### config.mk
export PLATFORM = sky130hd
export DESIGN_NAME = mqoi_compose_ctrl
export DESIGN_NICKNAME = d
export VERILOG_FILES = /design/src/rtl/mqoi_compose_ctrl.sv
export SDC_FILE = /design/constraint.sdc
export NUM_CORES = 1
export LEC_CHECK = 0
export CAP_MARGIN = 20
export CORE_ASPECT_RATIO = 1.4
export CORE_MARGIN = 4
export CORE_UTILIZATION = 34
export CTS_CLUSTER_SIZE = 12
export DETAILED_ROUTE_END_ITERATION = 8
export GPL_TIMING_DRIVEN = 0
export HOLD_SLACK_MARGIN = 0.06
export PLACE_DENSITY = 0.64
export SLEW_MARGIN = 20
export SYNTH_ARGS = -nofsm -noshare
export SYNTH_HDL_FRONTEND = slang
export SYNTH_SLANG_ARGS = --single-unit
### constraint.sdc
create_clock -name i_clk -period 2.57 [get_ports i_clk]
set_input_delay 0.6425 -clock i_clk [delete_from_list [all_inputs] [get_ports i_clk]]
set_output_delay 0.6425 -clock i_clk [all_outputs]
set_load 0.02 [all_outputs]
### src/rtl/mqoi_compose_ctrl.sv
// MQOI frame-composition sequencer: streams diff pixels, reads the old pixel,
// composes by diff alpha and writes back in place; tracks per-frame stats.
module mqoi_compose_ctrl #(
    parameter int NUM_PIXELS = 4096,
    parameter int ADDR_W     = 12
) (
    input  logic              i_clk,
    input  logic              i_rst_n,
    input  logic              i_start,
    output logic              o_busy,
    output logic              o_done,
    input  logic              i_diff_valid,
    output logic              o_diff_ready,
    input  logic [31:0]       i_diff_rgba,
    output logic              o_mem_rd_en,
    output logic [ADDR_W-1:0] o_mem_rd_addr,
    input  logic [31:0]       i_mem_rd_data,
    output logic              o_mem_wr_en,
    output logic [ADDR_W-1:0] o_mem_wr_addr,
    output logic [31:0]       o_mem_wr_data,
    output logic [ADDR_W:0]   o_changed_cnt,
    output logic [15:0]       o_frame_cnt,
    output logic              o_bad_alpha
);

    localparam logic [ADDR_W-1:0] LAST_ADDR = ADDR_W'(NUM_PIXELS - 1);

    typedef enum logic [1:0] {ST_IDLE, ST_RUN, ST_DRAIN} state_t;

    state_t            r_state, w_state_nxt;
    logic              r_done;
    logic [ADDR_W-1:0] r_addr;
    logic              r_s1_vld;
    logic [ADDR_W-1:0] r_s1_addr;
    logic [31:0]       r_s1_rgba;
    logic [ADDR_W:0]   r_changed_cnt;
    logic [15:0]       r_frame_cnt;
    logic              r_bad_alpha;

    logic w_accept;
    logic w_start_ok;
    logic w_ready;
    logic w_s1_keep;
    logic w_s1_bad;

    // A start landing on the done cycle is dropped, hence the r_done gate.
    always_comb begin
        w_state_nxt = r_state;
        w_start_ok  = 1'b0;
        w_accept    = 1'b0;
        w_ready     = 1'b0;
        case (r_state)
            ST_IDLE: begin
                w_start_ok = i_start && !r_done;
                if (w_start_ok) w_state_nxt = ST_RUN;
            end
            ST_RUN: begin
                w_ready  = 1'b1;
                w_accept = i_diff_valid;
                if (w_accept && (r_addr == LAST_ADDR)) w_state_nxt = ST_DRAIN;
            end
            ST_DRAIN: w_state_nxt = ST_IDLE;
            default:  w_state_nxt = ST_IDLE;
        endcase
    end

    assign w_s1_keep = (r_s1_rgba[7:0] == 8'h00);
    assign w_s1_bad  = !w_s1_keep && (r_s1_rgba[7:0] != 8'hFF);

    always_ff @(posedge i_clk or negedge i_rst_n) begin
        if (!i_rst_n) begin
            r_state       <= ST_IDLE;
            r_done        <= 1'b0;
            r_addr        <= '0;
            r_s1_vld      <= 1'b0;
            r_s1_addr     <= '0;
            r_s1_rgba     <= '0;
            r_changed_cnt <= '0;
            r_frame_cnt   <= '0;
            r_bad_alpha   <= 1'b0;
        end else begin
            r_state  <= w_state_nxt;
            r_done   <= (r_state == ST_DRAIN);
            r_s1_vld <= w_accept;
            if (w_start_ok)    r_addr <= '0;
            else if (w_accept) r_addr <= r_addr + ADDR_W'(1);
            if (w_accept) begin
                r_s1_addr <= r_addr;
                r_s1_rgba <= i_diff_rgba;
            end
            if (r_state == ST_DRAIN) r_frame_cnt <= r_frame_cnt + 16'd1;
            if (w_start_ok)                  r_changed_cnt <= '0;
            else if (r_s1_vld && !w_s1_keep) r_changed_cnt <= r_changed_cnt + (ADDR_W+1)'(1);
            if (w_start_ok)                 r_bad_alpha <= 1'b0;
            else if (r_s1_vld && w_s1_bad)  r_bad_alpha <= 1'b1;
        end
    end

    assign o_busy        = (r_state != ST_IDLE);
    assign o_done        = r_done;
    assign o_diff_ready  = w_ready;
    assign o_mem_rd_en   = w_accept;
    assign o_mem_rd_addr = r_addr;
    assign o_mem_wr_en   = r_s1_vld;
    assign o_mem_wr_addr = r_s1_addr;
    // Old pixel arrives from the RAM in the stage-1 cycle; new colour forces opaque.
    assign o_mem_wr_data = !r_s1_vld ? 32'h0 :
                           w_s1_keep ? i_mem_rd_data : {r_s1_rgba[31:8], 8'hFF};
    assign o_changed_cnt = r_changed_cnt;
    assign o_frame_cnt   = r_frame_cnt;
    assign o_bad_alpha   = r_bad_alpha;

endmodule

# After elaboration in Yosys (flattened, before gate mapping)
# Index checks and enable logic that the tools add are counted.
# W data, S select, Z words.
# classes
n_mux	14
reduce_logical	14
n_eq_ne	6
add_sub_neg	3
# op_table
op	count
$mux W32	2
$mux W13	2
$mux W12	2
$add A16 B1 Y16 const B	1
$add A13 B1 Y13 const B	1
$add A12 B1 Y12 const B	1
$eq A12 B12 Y1 const B	1
$logic_not A8 Y1	1
$ne A8 B8 Y1 const B	1
$reduce_bool A2 Y1	4
$logic_and A1 B1 Y1	5
$mux W1	5
$mux W2	2
$ne A2 B2 Y1 const B	2
$pmux W2 S2	1
$eq A2 B1 Y1 const B	1
$eq A2 B2 Y1 const B	1
$logic_not A1 Y1	2
$logic_not A2 Y1	1
$reduce_and A2 Y1	1
# totals
word_cells	46
out_inout_bits	91
input_bits	68
ff_bits	90

# Longest topological paths before layout
# Gate-level depths: netlist (run 1).
# depth
ltp_word	6
mapped_depth	6
depth_no_buf	5

# Least setup slack after synthesis (run 1)
# No wires, ideal clock.
# synth_timing
path_type	reg-to-output
from	register r_s1_rgba[4]
to	output o_mem_wr_data[11]
slack_ps	237
arrival_time_ps	1690
stages_incl_launch_ff	6
t_required_ps	1928
n_path_buf	1
path_cell_list	dfrtp_1 -> or4_4 -> nor2_4 -> buf_4 -> nand2_1 -> a21oi_1
# synth_via
elab_chain_cells	3
# synth_rtl
item	line	text
start, declared	35	logic [31:0] r_s1_rgba;
start signal, assigned	89	r_s1_rgba <= i_diff_rgba;
$logic_not A8 Y1	67	assign w_s1_keep = (r_s1_rgba[7:0] == 8'h00);
$mux W32	108	w_s1_keep ? i_mem_rd_data : {r_s1_rgba[31:8], 8'hFF};
$mux W32	107	assign o_mem_wr_data = !r_s1_vld ? 32'h0 :
end, declared	20	output logic [31:0] o_mem_wr_data,
# No other way between the ends.

# Worst setup path after layout (run 1)
# layout_timing
from	register r_s1_rgba[1]
to	output o_mem_wr_data[4]
# Same word-level chain as after synthesis.

==> results of run 1 <==
-- logic make-up after synthesis --
logic type / Yosys count / share of synthesized area, %
simple gates: 296 / 29.91
xor+xnor: 26 / 5.315
flops: 90 / 52.57
fa+ha+maj: 3 / 0.8763
buf+inv: 32 / 3.358
compound gates: 54 / 7.740
mux: 1 / 0.2337
-- synthesized netlist by cell type, types with 2 or more instances --
master and instances:
a21oi_1 30, a31o_2 2, and3_1 3, buf_1 4
buf_2 4, buf_4 3, clkbuf_1 10, dfrtp_1 90
ha_1 3, inv_1 9, nand2_1 215, nand2b_1 3
nand3_1 10, nand4_1 12, nor2_1 20, nor3_1 9
nor4_1 7, o211ai_1 4, o21ai_0 8, or2_2 2
or3_1 4, or4_2 2, or4_4 2, xnor2_1 15
xor2_1 11
-- power groups by stage --
stage | sequential, mW | clock [mW] | combinational, mW
2_1_floorplan | 2.00 | 0 | 0.402
3_3_place_gp | 1.85 | 0 | 1.17
3_5_place_dp | 1.86 | 0 | 1.20
4_1_cts | 1.84 | 1.27 | 1.22
5_1_grt | 1.87 | 1.33 | 1.35
6_report | 1.84 | 1.24 | 1.23
-- final cells by class --
| type | instances | area share [%] |
|---|---|---|
| timing repair buffer | 182 | 25.88 |
| clock buffer | 12 | 4.069 |
| clock inverter | 2 | 0.1910 |
| tap | 150 | 2.865 |
| buffer | 21 | 1.681 |
| multi-input combinational | 380 | 30.26 |
| inverter | 10 | 0.6495 |
| sequential | 90 | 34.40 |
-- cells in the final DEF (no fill, tap or decap), drive strengths merged, types with 10 or more instances in the layout --
cell type and instances:
nor2 21, nand2 215, nand3 10, clkbuf 22
clkdlybuf4s50 124, nand4 13, xnor2 15, dfrtp 90
xor2 11, a21oi 31, buf 68
-- through the flow --
stage | cells | cell area [sq um] | hold WS, ps
final | 847 | 6550 | 230.7
after global routing | 847 | 6550 | 259.8
after CTS | 837 | 6409 | 239.1
after detailed placement | 811 | 6082 | 461.3
after global placement | 810 | 6053 | 461.9
after floorplan | 502 | 4284 | 346.9
-- metal layers --
metal / track usage, % / up-vias / wire [um]
li1: - / 2028 / -
met1: 21.44 / 1957 / 5315
met2: 31.01 / 138 / 6588
met3: 4.703 / 14 / 1010
met4: 5.389 / 0 / 180
met5: 0 / - / 0
-- worst max-delay path, cell delays in order (launching register included) --
cell	delay (ps)
dfrtp_1	400
or4_4	550
buf_4	170
o21ai_4	160
buf_6	130
buf_4	120
nand2_1	60
buf_2	160
-- sequential cells by signal (all words and copies together) (netlist names) --
signal	cells
r_s1_rgba	32
o_frame_cnt	16
o_changed_cnt	13
o_mem_rd_addr	12
o_mem_wr_addr	12
r_state	2
o_bad_alpha	1
o_done	1
o_mem_wr_en	1
-- repair_timing --
action,CTS,global route
endpoints found under the hold margin,0,0
resized for setup,166,20
setup endpoints to repair,33,29
pin swaps,5,5
setup buffers,13,9
cloned,0,1
-- path summary, 6_finish.rpt --
| check | from | to | slack, ps | cells past startpoint |
|---|---|---|---|---|
| setup / recovery | r_s1_rgba[1]$_DFFE_PN0P_ | o_mem_wr_data[4] | -140 | 7 |
| hold / removal | i_rst_n | r_s1_rgba[30]$_DFFE_PN0P_ | 230 | 1 |
| setup reg to reg | r_state[1]$_DFFE_PN0P_ | o_changed_cnt[2]$_DFFE_PN0P_ | 620 | 5 |
| hold reg to reg | o_frame_cnt[15]$_DFFE_PN0P_ | o_frame_cnt[15]$_DFFE_PN0P_ | 470 | 1 |
| max in group asynchronous | i_rst_n | o_changed_cnt[5]$_DFFE_PN0P_ | 1770 | 2 |
| min in group i_clk | o_frame_cnt[15]$_DFFE_PN0P_ | o_frame_cnt[15]$_DFFE_PN0P_ | 470 | 1 |
==> impl_metrics.yaml, run 1 <==
outcome:
  status: "finished, violations left"
  violations: "setup timing"
clocking:
  cts_root_buf: "clkbuf_16"
  cts_tree: "built"
  cts_hold_buffers: 0
  htreeDepth: 3
  cts_buffers: 9
  clock_path_buffers: 2
  insertion_delay_ps: 340
  cts.sinks: 90
  path_clk_slew_ps: 60
die:
  pin_count: 159
  dieArea_sq_mm: 0.01449
  fp.dieW_um: 102.9
  core-area_sq_mm: 0.01231
  die_h_um: 140.8
  num_rows: 48
  start_util_pct: 34.80
timing:
  setup_tns_ps: -3240
  setup_ws_ps: -142.6
  hold_viol: 0
  rsz0062_at_grt: "yes"
  skew_ps: 4.337
  finalCriticalPeriod_ps: 2713
  fin_crit_sh_pct: 105.5
  timing.fmax_ghz: 0.3686
  drv_slew: 0
  setup_violations: 31
  tightest_slew_ps: 595.0
  max_slew_margin_pct: 60.34
routing:
  antenna_left: 0
  num_vias: 4137
  first_pass_iters: 4
  wl_per_cell_um: 15.46
  viasPerCell: 4.884
  drc: 0
  dr.first_iter.drc_count: 185
  finalWirelength_mm: 13.10
setup_path:
  crit_type: "reg2out"
  end_kind: "output pin"
  cp_max_fo: 4
  arrival_ps: 2070
  crit_required_ps: 1930
  crit_path_start_kind: "flip-flop"
yosys:
  ys_async_sr_fraction_pct: 100.0
  synth_cell_type_count: 45
  netlist_instances: 502
  ys_ff_latch: 90
  synthesis.nets: 573
  synth_warnings: 0
  avgSynthCellArea_sq_um: 8.534
  yosysTopAreaCell: "dfrtp_1"
  ys.flop_type: "dfrtp_1"
  netlist_area_sq_mm: 0.004284
  yosysTopAreaCellShare_pct: 52.57
  synth_edf_count: 0
  ys_top_cells_by_area: "dfrtp_1 (53%), nand2_1 (19%), a21oi_1 (3.5%), xnor2_1 (3.1%), xor2_1 (2.2%)"
  seq_area_frac_synth_pct: 52.57
global_route:
  first_global_vias: 4190
  antenna_found_initial: 0
  grt_usage_pct: 17.88
  overflow: 0
  grt_max_degree: 47
  grt_pass1_wl_mm: 20.66
pwr:
  p_switching_mw: 1.376
  p_total_mw: 4.308
  power_frac_seq_pct: 42.6
  p_sw_share_pct: 31.95
  p_clk_share_pct: 28.7
  max-vdd-ir-drop_v: 0.0002850
  p_comb_share_pct: 28.7
  pwr_density_cell_mw_per_mm2: 657.6
  p_int_mw: 2.931
  power.leakage_nw: 3.023
place:
  port_buffers: 158
  gp_congestion: 0.7932
  dp_slack_ps: -1162
  hpwl_mm: 9.646
cells_and_area:
  antennaDiodeCount: 0
  final_nets: 765
  multi_input_area_sq_mm: 0.001982
  regArea_sq_mm: 0.002253
  fin_util_pct: 53.20
  drive_above_1_share_pct: 16.50
  syn2layout_area_growth_pct: 52.89
  n_fill_cell: 1172
worst_hold_path:
  hold_class: "in2async"
flow_run:
  max_cap_violations: 0
No activity file was read; power rests on OpenSTA's default activity.
==> run 2, diff against run 1 <==
--- a/config.mk
+++ b/config.mk
@@ -9,11 +9,13 @@
 export CORE_ASPECT_RATIO = 1.4
 export CORE_MARGIN = 4
 export CORE_UTILIZATION = 34
+export CTS_BUF_LIST = sky130_fd_sc_hd__clkbuf_16
 export CTS_CLUSTER_SIZE = 12
 export DETAILED_ROUTE_END_ITERATION = 8
 export GPL_TIMING_DRIVEN = 0
 export HOLD_SLACK_MARGIN = 0.06
 export PLACE_DENSITY = 0.64
+export REMOVE_ABC_BUFFERS = 1
 export SLEW_MARGIN = 20
 export SYNTH_ARGS = -nofsm -noshare
 export SYNTH_HDL_FRONTEND = slang
==> run 2 against run 1 <==
The flow still finishes with violations (setup timing). First-iteration DRC count decreased by 12%. Fmax decreased by 0.27%. Final cell count decreased by 0.12%. Worst setup slack got worse by 7.5 ps. Via count increased by 2.2%.
==> impl_metrics.yaml, run 2 (synthesized netlist as in run 1, its figures left out) <==
timing:
  tightest_slew_ps: 596.6
  setup_ws_ps: -150.1
  hold_viol: 0
  rsz0062_at_grt: "yes"
  timing.fmax_ghz: 0.3676
  drv_slew: 0
  finalCriticalPeriod_ps: 2720
  max_slew_margin_pct: 60.19
  skew_ps: 12.37
  fin_crit_sh_pct: 105.8
  setup_violations: 31
die:
  start_util_pct: 34.80
  pin_count: 159
  die_h_um: 140.8
  core-area_sq_mm: 0.01231
  fp.dieW_um: 102.9
  dieArea_sq_mm: 0.01449
  num_rows: 48
setup_path:
  crit_path_start_kind: "flip-flop"
  r2r_cells: 8
  reg2reg_slack_ps: 410
  cp_max_fo: 12
  arrival_ps: 2080
  r2r_end: "o_changed_cnt[3]$_DFFE_PN0P_"
  crit_required_ps: 1930
  r2r-start: "r_s1_rgba[3]$_DFFE_PN0P_"
  crit_type: "reg2out"
  end_kind: "output pin"
worst_hold_path:
  hold_class: "in2async"
global_route:
  antenna_found_initial: 0
  first_global_vias: 4302
  overflow: 0
  grt_usage_pct: 18.61
  grt_pass1_wl_mm: 21.58
  grt_max_degree: 71
cells_and_area:
  final_cell_mix: "nand2_1 (197), clkdlybuf4s50_1 (123), dfrtp_1 (89), buf_4 (41), buf_6 (22)"
  regMostFlops: "r_s1_rgba"
  design_area_sq_mm: 0.006838
  syn2layout_area_growth_pct: 59.61
  final_nets: 762
  antennaDiodeCount: 0
  drive_above_1_share_pct: 20.83
  largest_register_ffs: 32
  n_fill_cell: 1105
  layout_commonest_cell: "nand2_1"
pwr:
  max-vdd-ir-drop_v: 0.0004037
  pwr_density_cell_mw_per_mm2: 640.5
  power.leakage_nw: 3.142
routing:
  antenna_left: 0
  drc: 0
  num_vias: 4227
  wl_per_cell_um: 16.27
  viasPerCell: 4.996
  dr.first_iter.drc_count: 162
  finalWirelength_mm: 13.76
  first_pass_iters: 4
clocking:
  clock_path_buffers: 2
  cts_tree: "built"
  cts_hold_buffers: 0
  cts.sinks: 90
  cts_root_buf: "clkbuf_16"
  path_clk_slew_ps: 80
  htreeDepth: 3
  insertion_delay_ps: 340
  cts_buffers: 9
outcome:
  status: "finished, violations left"
  violations: "setup timing"
place:
  gp_congestion: 0.7772
  hpwl_mm: 8.644
  port_buffers: 158
  post_dp_cell_area_sq_mm: 0.006023
  dp_slack_ps: -1534
flow_run:
  max_cap_violations: 0
## run 2: changes by cell type in the layout (fill, tap and decap cells not counted), moves of 4 or more
cell,before,now
nand2_4,1,8
buf_2,12,0
buf_4,45,41
a21oi_2,14,19
buf_6,7,22
clkbuf_1,10,0
nand2_2,3,11
nand2_1,211,197
clkinvlp_4,1,5
a21oi_1,17,12
## run 2: repair_timing
| action | 4_1_cts | 5_1_grt |
|---|---|---|
| resized for setup | 204 | 40 |
| pin swaps | 23 | 13 |
| cloned | 6 | 1 |
| endpoints found under the setup margin | 77 | 32 |
| setup buffers | 27 | 5 |
## run 2: power by group
group          leakage (nW)  internal (mW)  switching [mW]  total (mW)
Combinational          1.87          0.632           0.671        1.30
Clock                 0.130          0.663           0.578        1.24
Sequential             1.15           1.61           0.226        1.84
Total                  3.14           2.90            1.47        4.38
## run 2: stage by stage
step	setup TNS [ps]	hold WS [ps]	cells	power [mW]	util, %
after detailed placement	-42150	456.1	792	3.051	48.92
after CTS	-1985	145.7	841	4.388	54.05
after floorplan	-5266	346.9	480	2.389	-
after global routing	-4987	142.4	846	4.638	55.54
final	-2652	148.4	846	4.380	55.54
after global placement	-339700	458.3	788	3.017	48.30
## run 2: layout make-up
class / count / area, sq um / share of cell area, %
repair inverters: 1 / 7.507 / 0.1098
clock inverters: 7 / 52.55 / 0.7685
well taps: 150 / 187.7 / 2.745
clock buffers: 9 / 225.2 / 3.294
multi-input cells: 386 / 2150 / 31.44
repair buffers: 193 / 1904 / 27.85
inverters: 10 / 57.56 / 0.8417
flip-flops and latches: 90 / 2253 / 32.96
## run 2: worst max path at each step
stage                              from                end  slack [ps]  depth (start not counted)
6_report       r_s1_rgba[2]$_DFFE_PN0P_  o_mem_wr_data[27]        -150                          6
3_3_place_gp               i_diff_valid        o_mem_rd_en       -2830                          4
2_1_floorplan              i_diff_valid        o_mem_rd_en        -490                          2
4_1_cts        r_s1_rgba[2]$_DFFE_PN0P_  o_mem_wr_data[20]        -100                          6
5_1_grt        r_s1_rgba[2]$_DFFE_PN0P_  o_mem_wr_data[27]        -210                          6
3_5_place_dp               i_diff_valid        o_mem_rd_en       -1530                          5
## run 2: critical path, cell delays in order (launching register included)
cell and delay [ps]:
dfrtp_1 390, or4_4 640, nor2_4 170, buf_12 150
nand2_1 90, a21oi_2 140, buf_4 170
## run 2: per-layer routing
metal	vias up	track usage, %	share of wire, %
met5	-	0	0
met2	124	31.96	50
met1	2043	23.23	42
met3	18	4.307	6.7
met4	0	5.116	1.7
li1	2042	-	-
